File: src/rtl/ddr2_write_control.sv
// MIG UI write sequencer: pulls one upstream word per burst and issues one write
// command plus one write-data beat, with independent command and data handshakes.
//
// state   | meaning
// S_IDLE  | waiting for start with calibration complete
// S_FETCH | wr_data_ready high, waiting for an upstream word
// S_ISSUE | command and/or data beat outstanding on the MIG UI
// S_DONE  | one-cycle done pulse
module ddr2_write_control #(
    parameter int ADDR_W    = 27,
    parameter int DATA_W    = 128,
    parameter int ADDR_STEP = 8
) (
    input  logic                clk,
    input  logic                reset,
    input  logic                i_start,
    input  logic [ADDR_W-1:0]   i_base_addr,
    input  logic [15:0]         i_burst_count,
    input  logic [DATA_W-1:0]   i_wr_data,
    input  logic                i_wr_data_valid,
    output logic                o_wr_data_ready,
    output logic                o_busy,
    output logic                o_done,
    input  logic                i_init_calib_complete,
    input  logic                i_app_rdy,
    input  logic                i_app_wdf_rdy,
    output logic                o_app_en,
    output logic [2:0]          o_app_cmd,
    output logic [ADDR_W-1:0]   o_app_addr,
    output logic [DATA_W-1:0]   o_app_wdf_data,
    output logic                o_app_wdf_wren,
    output logic                o_app_wdf_end,
    output logic [DATA_W/8-1:0] o_app_wdf_mask
);

    typedef enum logic [1:0] {S_IDLE, S_FETCH, S_ISSUE, S_DONE} state_t;

    state_t              r_state;
    state_t              w_state_next;
    logic [ADDR_W-1:0]   r_addr;
    logic [15:0]         r_remaining;
    logic                r_cmd_ok;
    logic                r_dat_ok;
    logic                r_done;
    logic                r_app_en;
    logic [ADDR_W-1:0]   r_app_addr;
    logic [DATA_W-1:0]   r_app_wdf_data;
    logic                r_app_wdf_wren;
    logic                r_app_wdf_end;
    logic                w_start_ok;
    logic                w_cmd_acc;
    logic                w_dat_acc;
    logic                w_both_ok;

    assign w_start_ok = i_start & i_init_calib_complete;
    assign w_cmd_acc  = r_app_en & i_app_rdy;
    assign w_dat_acc  = r_app_wdf_wren & i_app_wdf_rdy;
    // A path counts as done if it was accepted earlier or is being accepted now.
    assign w_both_ok  = (r_cmd_ok | w_cmd_acc) & (r_dat_ok | w_dat_acc);

    always_ff @(posedge clk) begin
        if (reset) begin
            r_state <= S_IDLE;
        end else begin
            r_state <= w_state_next;
        end
    end

    always_comb begin
        w_state_next = r_state;
        case (r_state)
            S_IDLE: begin
                if (w_start_ok) begin
                    w_state_next = (i_burst_count == 16'd0) ? S_DONE : S_FETCH;
                end
            end
            S_FETCH: begin
                if (i_wr_data_valid) begin
                    w_state_next = S_ISSUE;
                end
            end
            S_ISSUE: begin
                if (w_both_ok) begin
                    w_state_next = (r_remaining == 16'd1) ? S_DONE : S_FETCH;
                end
            end
            S_DONE: begin
                w_state_next = S_IDLE;
            end
            default: begin
                w_state_next = S_IDLE;
            end
        endcase
    end

    always_ff @(posedge clk) begin
        if (reset) begin
            r_addr         <= '0;
            r_remaining    <= '0;
            r_cmd_ok       <= 1'b0;
            r_dat_ok       <= 1'b0;
            r_done         <= 1'b0;
            r_app_en       <= 1'b0;
            r_app_addr     <= '0;
            r_app_wdf_data <= '0;
            r_app_wdf_wren <= 1'b0;
            r_app_wdf_end  <= 1'b0;
        end else begin
            r_done <= (w_state_next == S_DONE);
            case (r_state)
                S_IDLE: begin
                    if (w_start_ok && (i_burst_count != 16'd0)) begin
                        r_addr      <= i_base_addr;
                        r_remaining <= i_burst_count;
                    end
                end
                S_FETCH: begin
                    if (i_wr_data_valid) begin
                        r_app_wdf_data <= i_wr_data;
                        r_app_addr     <= r_addr;
                        r_app_en       <= 1'b1;
                        r_app_wdf_wren <= 1'b1;
                        r_app_wdf_end  <= 1'b1;
                        r_cmd_ok       <= 1'b0;
                        r_dat_ok       <= 1'b0;
                    end
                end
                S_ISSUE: begin
                    if (w_cmd_acc) begin
                        r_app_en <= 1'b0;
                        r_cmd_ok <= 1'b1;
                    end
                    if (w_dat_acc) begin
                        r_app_wdf_wren <= 1'b0;
                        r_app_wdf_end  <= 1'b0;
                        r_dat_ok       <= 1'b1;
                    end
                    if (w_both_ok) begin
                        r_remaining <= r_remaining - 16'd1;
                        r_addr      <= r_addr + ADDR_W'(ADDR_STEP);
                    end
                end
                default: begin
                end
            endcase
        end
    end

    assign o_wr_data_ready = (r_state == S_FETCH);
    assign o_busy          = (r_state != S_IDLE);
    assign o_done          = r_done;
    assign o_app_en        = r_app_en;
    assign o_app_cmd       = 3'b000;
    assign o_app_addr      = r_app_addr;
    assign o_app_wdf_data  = r_app_wdf_data;
    assign o_app_wdf_wren  = r_app_wdf_wren;
    assign o_app_wdf_end   = r_app_wdf_end;
    assign o_app_wdf_mask  = '0;

endmodule
File: config.mk
export PLATFORM = sky130hd
export DESIGN_NAME = ddr2_write_control
export DESIGN_NICKNAME = d
export VERILOG_FILES = /design/src/rtl/ddr2_write_control.sv
export SDC_FILE = /design/constraint.sdc
export NUM_CORES = 1
export LEC_CHECK = 0
export ABC_AREA = 1
export CORE_MARGIN = 3
export CORE_UTILIZATION = 40
export CTS_CLUSTER_SIZE = 25
export DETAILED_ROUTE_END_ITERATION = 6
export PLACE_DENSITY = 0.78
export SLEW_MARGIN = 20
export SYNTH_ARGS = -nofsm -noshare
export SYNTH_HDL_FRONTEND = slang
export SYNTH_SLANG_ARGS = --single-unit
export TNS_END_PERCENT = 30
File: constraint.sdc
create_clock -name clk -period 1.3 [get_ports clk]
set_input_delay 0.26 -clock clk [delete_from_list [all_inputs] [get_ports clk]]
set_output_delay 0.26 -clock clk [all_outputs]
set_load 0.005 [all_outputs]
==> results.py <==
metrics = {
    "setup_path": {
        "ff2ff_setup_slack_ns": -0.16,
        "end_kind": "register",
        "cp_cell_sequence": "inv_2, nor2_4, buf_6, buf_12, nand2_8, buf_12, clkbuf_16, nand2_1, a21oi_1",
        "startpoint_type": "register",
        "crit_slowest_cell": "dfxtp_2",
        "critPathKind": "register to register",
        "path_common_cell": "buf_12",
        "crit_required_ns": 1.67,
        "arrival_ns": 1.83,
        "critical-path-max-stage-delay_ns": 0.33,
        "path_max_fanout": 8,
    },
    "floorplanning": {
        "die_width_um": 156,
        "rows": 54,
        "fp.dieArea_mm2": 0.0243,
        "core_mm2": 0.0220,
        "die_y_um": 156,
        "start_util": 0.409,
        "io_pins": 358,
    },
    "clock_network": {
        "cts.clk_slew.worst_paths_ns": 0.06,
        "cts_htree_levels": 1,
        "cts_tree": "yes",
        "clock_latency_ns": 0.50,
        "holdBufCountCts": 0,
        "cts-root-buf": "clkbuf_16",
        "numCtsBuffers": 23,
        "clkSinkCount": 205,
        "cts_buffer_depth": 3,
    },
    "detailed_routing": {
        "drtIter0Drc": 702,
        "wl_per_cell_um": 17.6,
        "antenna_left": 0,
        "drc": 0,
        "wl_mm": 34.7,
        "first_pass_iters": 5,
        "via_per_inst": 5.29,
        "vias": 10400,
    },
    "layout": {
        "antennaDiodeCount": 0,
        "fillers": 1726,
        "layout_common_cells": "248 x nand2_1, 180 x nand3_1, 175 x clkdlybuf4s50_1",
        "layout.nets": 1861,
        "layout-area-overhead-vs-synth_pct": 66.3,
        "drive_gt1_frac": 0.401,
        "multi_input_area_mm2": 0.00510,
        "regArea_mm2": 0.00429,
        "mostFrequentLayoutCell": "nand2_1",
    },
    "synthesis": {
        "syn_area_per_cell_um2": 7.11,
        "yosysSeqAreaShare": 0.457,
        "synthArstFlopShare": 0,
        "synth_warnings": 0,
        "synthFlopType": "dfxtp_1",
        "syn_area_mm2": 0.00899,
        "syn_inst": 1264,
        "ys_types": 33,
        "synth-seq-cells": 205,
        "synth_edf_count": 0,
    },
    "sta": {
        "skew_ns": 0.0138,
        "final.setup.tns_ns": -15.88,
        "post-route-period-util": 1.12,
        "hold_viol": 0,
        "fin_crit_ns": 1.46,
        "fmaxAchievable_mhz": 685,
        "finalSetupViolCount": 198,
        "slew_viol_final": 0,
        "rsz0062_at_grt": "true",
        "setup_ws_ns": -0.159,
    },
    "place": {
        "io_buffers": 338,
        "gp_congestion": 0.936,
        "dp_hpwl_mm": 21.6,
    },
    "power_and_ir_drop": {
        "powerDensity_mw_per_mm2": 1030,
        "leakagePower_nw": 6.03,
        "vdd.ir_drop.worst_mv": 0.861,
        "p_total_w": 0.0154,
    },
    "grt": {
        "grt_pass1_vias": 9869,
        "grt_use_total": 0.244,
        "overflow": 0,
        "antenna_found_initial": 0,
        "grt_max_degree": 69,
        "grt_pass1_wl_mm": 49.0,
    },
    "worst_hold_path": {
        "min_path_type": "primary input to register",
    },
    "run_status": {
        "status": "finished, violations left",
        "violations": "setup timing",
    },
    "flow_run": {
        "max_cap_violations": 0,
    },
}
## critical path, delay by kind of cell (launching register included)
kind | cells | cell delay (ns)
buffers and inverters | 5 | 0.65
flip-flops | 1 | 0.33
AND/OR/NAND/NOR | 3 | 0.28
AO/OA/AOI/OAI | 1 | 0.07
## synth_stat cells, types with 4 or more instances
cell,count,area (um^2)
a21o_1,4,30.0
inv_1,31,116
nand3_1,193,966
buf_2,20,100
nor2_1,99,372
o21ai_0,46,230
or2_2,4,25.0
nand2_1,327,1230
nand4_1,4,25.0
dfxtp_1,205,4100
nor2_2,6,37.5
clkbuf_1,47,176
buf_4,39,293
a21oi_1,202,1010
o21ai_1,6,30.0
## power breakdown
part / total, W / internal (W) / switching, W
Clock: 0.00607 / 0.00347 / 0.00260
Sequential: 0.00669 / 0.00651 / 0.000177
Combinational: 0.00268 / 0.00139 / 0.00129
Total: 0.0154 / 0.0114 / 0.00407
## per-stage QoR
step	utilization	instance area [um^2]	setup WS, ns	hold WS (ns)	cells
final	0.681	14900	-0.159	0.136	1975
after CTS	0.640	14000	-0.146	0.122	1955
after detailed placement	0.604	13300	-0.585	0.452	1897
after global placement	0.604	13300	-0.501	0.445	1897
after floorplan	-	9090	-0.0102	0.423	1282
after global routing	0.681	14900	-0.233	0.135	1975
## layer usage
layer	wire length [um]	vias to the layer above	track usage	share of wire
li1	-	5016	-	-
met1	13500	4889	0.295	0.39
met2	17100	448	0.423	0.49
met3	2710	89	0.0549	0.078
met4	1310	0	0.0925	0.038
met5	0	-	0	0
## flip-flops by register name, indices dropped and copies added (netlist names)
signal          flops
o_app_addr         27
o_done              1
r_addr             27
r_remaining        16
r_state             2
o_app_en            1
o_app_wdf_data    128
r_dat_ok            1
o_app_wdf_end       1
r_cmd_ok            1
## timing repair
action	in CTS	in global routing
gates cloned	4	14
setup buffers	14	6
setup endpoints to repair	359	273
pin swaps	10	30
gates resized for setup	724	324
## cells by family (layout without fill, tap and decap cells)
logic type	after synthesis	after routing	synth area share
flip-flops	205	205	0.457
AND/OR/NAND/NOR	645	646	0.305
AO/OA/AOI/OAI	262	262	0.149
adder cells (fa/ha/maj)	3	3	0.00418
other	1	19	0.000417
XOR/XNOR	4	4	0.00390
buffers and inverters	144	556	0.0812
## final timing paths
check / startpoint / endpoint / cells after the start
setup / recovery: r_state[0] / o_app_wdf_data[23] / 9
hold / removal: reset / o_app_addr[5] / 3
setup reg to reg: r_state[0] / o_app_wdf_data[23] / 9
hold reg to reg: o_app_addr[6] / o_app_addr[6] / 2
## final cells by class
| class | count | area share |
|---|---|---|
| tap | 280 | 0.0234 |
| timing repair buffer | 481 | 0.292 |
| clock buffer | 31 | 0.0432 |
| clock inverter | 9 | 0.00343 |
| sequential | 205 | 0.287 |
| multi-input combinational | 934 | 0.341 |
| inverter | 35 | 0.00946 |
No activity file was read; power rests on OpenSTA's default activity.
